--- src/rtl/uart_pkg.sv ---
// uart_pkg: shared types and constants for the UART transmit controller.
//   uart_state_t   - transmitter FSM state (IDLE, START, DATA, STOP)
//   UART_DATA_ADDR - store address decoded by the core's data-memory lanes
//   FRAME_BITS     - bits per 8N1 frame (start + 8 data + stop)
package uart_pkg;

    typedef enum logic [1:0] {
        ST_IDLE  = 2'd0,
        ST_START = 2'd1,
        ST_DATA  = 2'd2,
        ST_STOP  = 2'd3
    } uart_state_t;

    localparam logic [31:0] UART_DATA_ADDR = 32'h1000_0000;
    localparam int          FRAME_BITS     = 10;

endpackage

--- src/rtl/sync_fifo_2w1r.sv ---
// sync_fifo_2w1r: byte FIFO with two ordered write ports and one read port.
//   i_clk, i_rst        - clock, synchronous active-high reset
//   i_wen1, i_wdata1    - older write (always placed first)
//   i_wen2, i_wdata2    - younger write
//   i_pop               - remove head entry (ignored when empty)
//   o_rd_data           - head entry
//   o_empty             - no entries
//   o_drop              - at least one strobed byte was refused this cycle
//   o_count             - current occupancy (registered pointers)
//   o_count_next        - occupancy after this edge's pushes and pop
// Acceptance only looks at the current occupancy; a same-cycle pop never
// frees a slot for a same-cycle write.
module sync_fifo_2w1r #(
    parameter int DEPTH = 16,
    parameter int W     = 8
) (
    input  logic                     i_clk,
    input  logic                     i_rst,
    input  logic                     i_wen1,
    input  logic [W-1:0]             i_wdata1,
    input  logic                     i_wen2,
    input  logic [W-1:0]             i_wdata2,
    input  logic                     i_pop,
    output logic [W-1:0]             o_rd_data,
    output logic                     o_empty,
    output logic                     o_drop,
    output logic [$clog2(DEPTH):0]   o_count,
    output logic [$clog2(DEPTH):0]   o_count_next
);

    localparam int AW = $clog2(DEPTH);
    localparam int CW = AW + 1;

    logic [W-1:0]  r_mem [DEPTH];
    logic [CW-1:0] r_wr;
    logic [CW-1:0] r_rd;

    logic          w_full;
    logic [CW-1:0] w_count;
    logic [1:0]    w_n_push;
    logic [W-1:0]  w_d_first;
    logic          w_drop;
    logic          w_pop_ok;
    logic [AW-1:0] w_wr_idx;
    logic [AW-1:0] w_wr_idx1;

    // Extra MSB on the pointers distinguishes full from empty.
    assign w_full    = (r_wr[AW] != r_rd[AW]) && (r_wr[AW-1:0] == r_rd[AW-1:0]);
    assign o_empty   = (r_wr == r_rd);
    assign w_count   = r_wr - r_rd;
    assign w_pop_ok  = i_pop && !o_empty;
    assign w_wr_idx  = r_wr[AW-1:0];
    assign w_wr_idx1 = w_wr_idx + AW'(1);

    always_comb begin
        w_n_push  = 2'd0;
        w_d_first = i_wdata1;
        w_drop    = 1'b0;
        if (i_wen1 && i_wen2) begin
            if (w_count <= CW'(DEPTH - 2)) begin
                w_n_push = 2'd2;
            end else if (!w_full) begin
                // One slot left: the older byte wins, the younger is lost.
                w_n_push = 2'd1;
                w_drop   = 1'b1;
            end else begin
                w_drop   = 1'b1;
            end
        end else if (i_wen1 || i_wen2) begin
            if (i_wen2) w_d_first = i_wdata2;
            if (!w_full) w_n_push = 2'd1;
            else         w_drop   = 1'b1;
        end
    end

    always_ff @(posedge i_clk) begin
        if (i_rst) begin
            r_wr <= '0;
            r_rd <= '0;
        end else begin
            r_wr <= r_wr + CW'(w_n_push);
            if (w_pop_ok) r_rd <= r_rd + CW'(1);
        end
    end

    // Storage needs no reset: the pointers define what is valid.
    always_ff @(posedge i_clk) begin
        if (w_n_push != 2'd0) r_mem[w_wr_idx]  <= w_d_first;
        if (w_n_push == 2'd2) r_mem[w_wr_idx1] <= i_wdata2;
    end

    assign o_rd_data    = r_mem[r_rd[AW-1:0]];
    assign o_drop       = w_drop;
    assign o_count      = w_count;
    assign o_count_next = w_count + CW'(w_n_push) - CW'(w_pop_ok);

endmodule

--- src/rtl/uart_tx_ctrl.sv ---
// uart_tx_ctrl: memory-mapped UART transmitter fed by two store lanes.
//   CLK, RST          - clock, synchronous active-high reset
//   wen1/wdata1       - older lane byte store
//   wen2/wdata2       - younger lane byte store
//   stall             - fewer than two free FIFO entries
//   busy              - frame on the line or bytes waiting
//   overflow          - sticky: a byte was dropped since reset
//   count             - FIFO occupancy
//   uart_tx           - 8N1 serial output, idle high
//   dbg_state         - current transmitter FSM state
module uart_tx_ctrl
    import uart_pkg::*;
#(
    parameter int CLK_PER_BIT = 868,
    parameter int FIFO_DEPTH  = 16
) (
    input  logic                         CLK,
    input  logic                         RST,
    input  logic                         wen1,
    input  logic [7:0]                   wdata1,
    input  logic                         wen2,
    input  logic [7:0]                   wdata2,
    output logic                         stall,
    output logic                         busy,
    output logic                         overflow,
    output logic [$clog2(FIFO_DEPTH):0]  count,
    output logic                         uart_tx,
    output uart_state_t                  dbg_state
);

    localparam int             BW       = $clog2(CLK_PER_BIT);
    localparam int             CW       = $clog2(FIFO_DEPTH) + 1;
    localparam logic [BW-1:0]  BAUD_MAX = BW'(CLK_PER_BIT - 1);

    uart_state_t   r_state, w_state_next;
    logic [BW-1:0] r_baud,  w_baud_next;
    logic [2:0]    r_bit,   w_bit_next;
    logic [7:0]    r_shift, w_shift_next;
    logic          r_tx,    w_tx_next;
    logic          r_stall;
    logic          r_ovf;

    logic          w_pop;
    logic [7:0]    w_rd_data;
    logic          w_empty;
    logic          w_drop;
    logic [CW-1:0] w_count;
    logic [CW-1:0] w_count_next;

    sync_fifo_2w1r #(
        .DEPTH (FIFO_DEPTH),
        .W     (8)
    ) u_fifo (
        .i_clk        (CLK),
        .i_rst        (RST),
        .i_wen1       (wen1),
        .i_wdata1     (wdata1),
        .i_wen2       (wen2),
        .i_wdata2     (wdata2),
        .i_pop        (w_pop),
        .o_rd_data    (w_rd_data),
        .o_empty      (w_empty),
        .o_drop       (w_drop),
        .o_count      (w_count),
        .o_count_next (w_count_next)
    );

    always_comb begin
        w_state_next = r_state;
        w_baud_next  = r_baud + BW'(1);
        w_bit_next   = r_bit;
        w_shift_next = r_shift;
        w_pop        = 1'b0;
        unique case (r_state)
            ST_IDLE: begin
                w_baud_next = '0;
                if (!w_empty) begin
                    w_pop        = 1'b1;
                    w_shift_next = w_rd_data;
                    w_state_next = ST_START;
                end
            end
            ST_START: begin
                if (r_baud == BAUD_MAX) begin
                    w_baud_next  = '0;
                    w_state_next = ST_DATA;
                end
            end
            ST_DATA: begin
                if (r_baud == BAUD_MAX) begin
                    w_baud_next  = '0;
                    w_shift_next = {1'b0, r_shift[7:1]};
                    w_bit_next   = r_bit + 3'd1;
                    if (r_bit == 3'd7) w_state_next = ST_STOP;
                end
            end
            ST_STOP: begin
                if (r_baud == BAUD_MAX) begin
                    w_baud_next = '0;
                    // Chain straight into the next start bit when more is queued.
                    if (!w_empty) begin
                        w_pop        = 1'b1;
                        w_shift_next = w_rd_data;
                        w_state_next = ST_START;
                    end else begin
                        w_state_next = ST_IDLE;
                    end
                end
            end
            default: w_state_next = ST_IDLE;
        endcase

        // Line level is registered from the next state so uart_tx is glitch-free.
        w_tx_next = 1'b1;
        if (w_state_next == ST_START)     w_tx_next = 1'b0;
        else if (w_state_next == ST_DATA) w_tx_next = w_shift_next[0];
    end

    always_ff @(posedge CLK) begin
        if (RST) begin
            r_state <= ST_IDLE;
            r_baud  <= '0;
            r_bit   <= '0;
            r_shift <= '0;
            r_tx    <= 1'b1;
            r_stall <= 1'b0;
            r_ovf   <= 1'b0;
        end else begin
            r_state <= w_state_next;
            r_baud  <= w_baud_next;
            r_bit   <= w_bit_next;
            r_shift <= w_shift_next;
            r_tx    <= w_tx_next;
            r_stall <= (w_count_next >= CW'(FIFO_DEPTH - 1));
            r_ovf   <= r_ovf | w_drop;
        end
    end

    assign uart_tx   = r_tx;
    assign stall     = r_stall;
    assign overflow  = r_ovf;
    assign count     = w_count;
    assign busy      = (r_state != ST_IDLE) || (w_count != '0);
    assign dbg_state = r_state;

endmodule
--- config.mk ---
export PLATFORM = sky130hd
export DESIGN_NAME = uart_tx_ctrl
export DESIGN_NICKNAME = d
export VERILOG_FILES = /design/src/rtl/uart_pkg.sv /design/src/rtl/sync_fifo_2w1r.sv /design/src/rtl/uart_tx_ctrl.sv
export SDC_FILE = /design/constraint.sdc
export NUM_CORES = 1
export LEC_CHECK = 0
export CAP_MARGIN = 25
export CELL_PAD_IN_SITES_DETAIL_PLACEMENT = 1
export CELL_PAD_IN_SITES_GLOBAL_PLACEMENT = 2
export CORE_ASPECT_RATIO = 2
export CORE_UTILIZATION = 30
export CTS_CLUSTER_DIAMETER = 50
export DETAILED_ROUTE_END_ITERATION = 8
export PLACE_DENSITY_LB_ADDON = 0.1
export SYNTH_ARGS = -nofsm -noshare
export SYNTH_HDL_FRONTEND = slang
export SYNTH_HIERARCHICAL = 1
export SYNTH_SLANG_ARGS = --single-unit
--- constraint.sdc ---
create_clock -name CLK -period 7.3 [get_ports CLK]
set_input_delay 1.825 -clock CLK [delete_from_list [all_inputs] [get_ports CLK]]
set_output_delay 1.825 -clock CLK [all_outputs]
set_load 0.005 [all_outputs]
==> results.yml <==
run_status:
  run_status: "finished clean"
clock_tree:
  cts.clk_slew.worst_paths_ns: 0.07
  clock_tree.root_cell: "sky130_fd_sc_hd__clkbuf_16"
  post_cts_resized: 0
  postCtsHoldBufs: 0
  clock_latency_of_the_later_clocked_register_in_the_worst_skew_pair_ns: 0.44
  cts_setup_buffers: 0
  tritoncts: "done"
  htree_num_levels: 4
  clkSinkCount: 168
  buffer_depth_of_the_longest_clock_path: 2
  cts_made_buffers: 17
global_route:
  remaining_global_route_overflow: 0
  grt_max_degree: 33
  gr-usage-all-layers_pct: 18.7
  first_global_vias: 6375
  grt_pass1_wl_mm: 42.0
  antenna_found_initial: 0
placed_design:
  hpwl_mm: 20.5
  placement.io_buffers: 30
  placed_cells_incl_taps: 1058
  placement.cell_area_mm2: 0.0101
  gp_congestion: 0.791
drt:
  antenna_left: 0
  viasPerCell: 5.30
  remaining_drc_errors: 0
  initialDrtViolationCount: 276
  drt_wl_total_mm: 28.1
  avgRoutedWirePerCell_um: 25.8
  firstDrtPassIters: 4
  detailroute.via_count: 5780
floorplanning:
  placementRows: 91
  die_area_mm2: 0.0319
  die_span_in_y_um: 252
  initial_util_pct: 30.4
  fp.dieW_um: 127
  fp.coreArea_mm2: 0.0307
  top_level_ports: 31
timing:
  finalWorstPathRequiredPeriod_ns: 6.49
  final-hold-violation-count: 0
  timing.fmax_mhz: 154
  fin_worst_hold_slack_ns: 0.445
  finalSetupTns_ns: 0
  rsz_0062_raised_after_global_routing: "false"
  post-route-period-util_pct: 88.9
  fin_skew_ns: 0.0107
  max_slew_margin_pct: 30.2
  timing_worst_slew_pin_value_ns: 1.05
  setup-violations-final: 0
  maxSlewViolCount: 0
finish:
  finish.utilization_pct: 34.7
  regArea_mm2: 0.00465
  multi_input_area_mm2: 0.00446
  nets: 750
  antenna-diode-count: 0
  final_layout_size_suffix_gt1_share_pct: 35.9
  final_cell_area_mm2: 0.0107
  area_growth_pct: 14.3
  layout.cells.non_filler: 1090
  n_fill_cell: 3210
synthesis:
  synth.avg_cell_area_um2: 13.7
  yosys_warnings: 6
  yosys_register_bits: 168
  sequential_cell_area_fraction_in_the_yosys_report_pct: 49.7
  post_synth_instance_area_mm2: 0.00934
  net_count_of_the_mapped_netlist: 726
  dominantRegCellSynth: "sky130_fd_sc_hd__edfxtp_1"
  synth-edff-count: 128
  number_of_distinct_standard_cells_referenced_by_the_synthesized_netlist: 66
  syn_inst: 681
  synth_async_sr_flop_share_pct: 0
critical_path:
  criticalPathCategory: "register to register"
  setup.worst_path.start: "u_fifo/r_wr[0]"
  setup.worst_path.start_class: "register"
  timing.critical_path.arrival_ns: 6.81
  required_ns: 7.62
  worstReg2RegStart: "u_fifo/r_wr[0]"
  cp_max_fo: 15
  kind_of_end_point_of_the_critical_path: "register"
power:
  pwr_density_cell_mw_per_mm2: 322
  vdd_ir_drop_max_mv: 0.189
  static-leakage-power_nw: 3.71
min_path:
  holdCritPathClass: "register to register"
  worst_hold_startpoint: "r_baud[0]"
flow_run:
  maxCapViolCount: 0
## through the flow
stage / power (W) / worst slack (ns)
finish: 0.00344 / 0.812
global route: 0.00365 / 0.308
CTS: 0.00350 / 0.744
detailed placement: 0.00260 / 0.759
global placement: 0.00256 / 1.05
floorplan: 0.00216 / 2.24
## logic make-up (layout without fill, tap and decap cells)
logic type | Yosys count | in the layout | share of synthesized area [%]
adders and majority gates | 25 | 25 | 3.59
buffers and inverters | 70 | 107 | 3.10
and+or+nand+nor | 144 | 144 | 9.33
xor gates and xnor gates | 23 | 23 | 2.16
AOI/OAI and AO/OA | 64 | 64 | 4.82
DFF | 168 | 168 | 49.7
muxes | 187 | 187 | 27.3
## critical path, stage by stage (launching register included)
cell and delay, ns:
sky130_fd_sc_hd__dfxtp_1 0.67, sky130_fd_sc_hd__clkinv_1 0.52, sky130_fd_sc_hd__ha_1 0.39, sky130_fd_sc_hd__inv_1 0.08
sky130_fd_sc_hd__fa_1 0.21, sky130_fd_sc_hd__nand3_1 0.12, sky130_fd_sc_hd__a21oi_1 0.30, sky130_fd_sc_hd__or2_2 0.35
sky130_fd_sc_hd__ha_1 0.21, sky130_fd_sc_hd__nand4_1 0.08, sky130_fd_sc_hd__buf_4 0.22, sky130_fd_sc_hd__o211ai_4 0.30
sky130_fd_sc_hd__and2_1 0.25, sky130_fd_sc_hd__inv_1 0.05, sky130_fd_sc_hd__ha_1 0.26, sky130_fd_sc_hd__inv_1 0.05
sky130_fd_sc_hd__ha_1 0.15, sky130_fd_sc_hd__inv_1 0.06, sky130_fd_sc_hd__fa_1 0.39, sky130_fd_sc_hd__nand2b_1 0.16
sky130_fd_sc_hd__a21oi_1 0.28, sky130_fd_sc_hd__mux2i_1 0.14, sky130_fd_sc_hd__a41o_1 0.22, sky130_fd_sc_hd__or4b_2 0.63
sky130_fd_sc_hd__a41oi_1 0.18, sky130_fd_sc_hd__nor2_1 0.05
## registers in the layout, summed over array words and instances, names as in the netlist, named ones only
name,count
uart_tx,1
r_bit,3
r_shift,8
u_fifo/r_mem,128
overflow,1
stall,1
u_fifo/r_rd,5
u_fifo/r_wr,5
dbg_state,2
r_baud,10
## cells in the final DEF (no fill, tap or decap), types with 4 or more instances in the layout
cell                              netlist  routed
sky130_fd_sc_hd__dfxtp_1               40      39
sky130_fd_sc_hd__nand3_1               10      10
sky130_fd_sc_hd__nand2b_1               5       5
sky130_fd_sc_hd__mux4_2                40      40
sky130_fd_sc_hd__inv_1                 25      26
sky130_fd_sc_hd__xor2_1                14      14
sky130_fd_sc_hd__nand4_2                8       8
sky130_fd_sc_hd__buf_4                  1      19
sky130_fd_sc_hd__a21oi_1               25      25
sky130_fd_sc_hd__and3_1                 4       4
sky130_fd_sc_hd__edfxtp_1             128     128
sky130_fd_sc_hd__clkdlybuf4s50_1        0      30
sky130_fd_sc_hd__mux2i_1               10      10
sky130_fd_sc_hd__or2_2                  5       5
sky130_fd_sc_hd__o2bb2ai_1              6       6
sky130_fd_sc_hd__nand2_1               15      15
sky130_fd_sc_hd__mux2_2               135     135
sky130_fd_sc_hd__ha_1                  22      22
sky130_fd_sc_hd__nor2_1                46      46
sky130_fd_sc_hd__clkbuf_16              0      18
sky130_fd_sc_hd__nor2b_1               11      11
sky130_fd_sc_hd__nor3_1                 5       5
sky130_fd_sc_hd__o21ai_1                0       5
sky130_fd_sc_hd__and2_1                 5       5
sky130_fd_sc_hd__xnor2_1                9       9
sky130_fd_sc_hd__nand4_1                5       5
## layout make-up
cell class              count  area share, %
repair buffers             49           4.15
clock inverters            12          0.833
inverters                  26          0.915
flip-flops and latches    168           43.5
well taps                 372           4.36
multi-input cells         443           41.8
clock buffers              20           4.39
## routing by layer
| layer | vias up | wire, µm | global-route usage (%) |
|---|---|---|---|
| li1 | 2648 | - | - |
| met1 | 3010 | 10100 | 18.3 |
| met2 | 89 | 16800 | 38.6 |
| met3 | 33 | 575 | 2.71 |
| met4 | 0 | 664 | 6.39 |
| met5 | - | 0 | 0 |
## report_power, final
group | internal, W | switching, W | leakage, nW | total, W
Clock | 0.000470 | 0.000410 | 0.286 | 0.000881
Sequential | 0.00116 | 0.0000860 | 1.49 | 0.00125
Combinational | 0.000584 | 0.000726 | 1.94 | 0.00131
## cell usage after synthesis, types with 6 or more instances
cell                        number  share of area (%)
sky130_fd_sc_hd__edfxtp_1      128                 41
sky130_fd_sc_hd__mux2_2        135                 16
sky130_fd_sc_hd__ha_1           22                2.9
sky130_fd_sc_hd__nor2b_1        11               0.74
sky130_fd_sc_hd__xor2_1         14                1.3
sky130_fd_sc_hd__mux4_2         40                9.6
sky130_fd_sc_hd__nor2_1         46                1.8
sky130_fd_sc_hd__buf_2          12               0.64
sky130_fd_sc_hd__xnor2_1         9               0.84
sky130_fd_sc_hd__inv_1          25                1.0
sky130_fd_sc_hd__mux2i_1        10                1.1
sky130_fd_sc_hd__nand3_1        10               0.54
sky130_fd_sc_hd__o21ai_0         8               0.43
sky130_fd_sc_hd__a21oi_1        25                1.3
sky130_fd_sc_hd__dfxtp_1        40                8.6
sky130_fd_sc_hd__o2bb2ai_1       6               0.56
sky130_fd_sc_hd__clkbuf_1       27                1.1
sky130_fd_sc_hd__nand2_1        15               0.60
sky130_fd_sc_hd__nand4_2         8                1.1
## worst paths after layout
| path | slack, ns | cells past startpoint | to |
|---|---|---|---|
| setup / recovery | 0.81 | 25 | stall |
| setup reg to reg | 0.81 | 25 | stall |
| hold / removal | 0.45 | 1 | r_baud[0] |
| hold reg to reg | 0.45 | 1 | r_baud[0] |
Power figures use the tool's default switching activity.
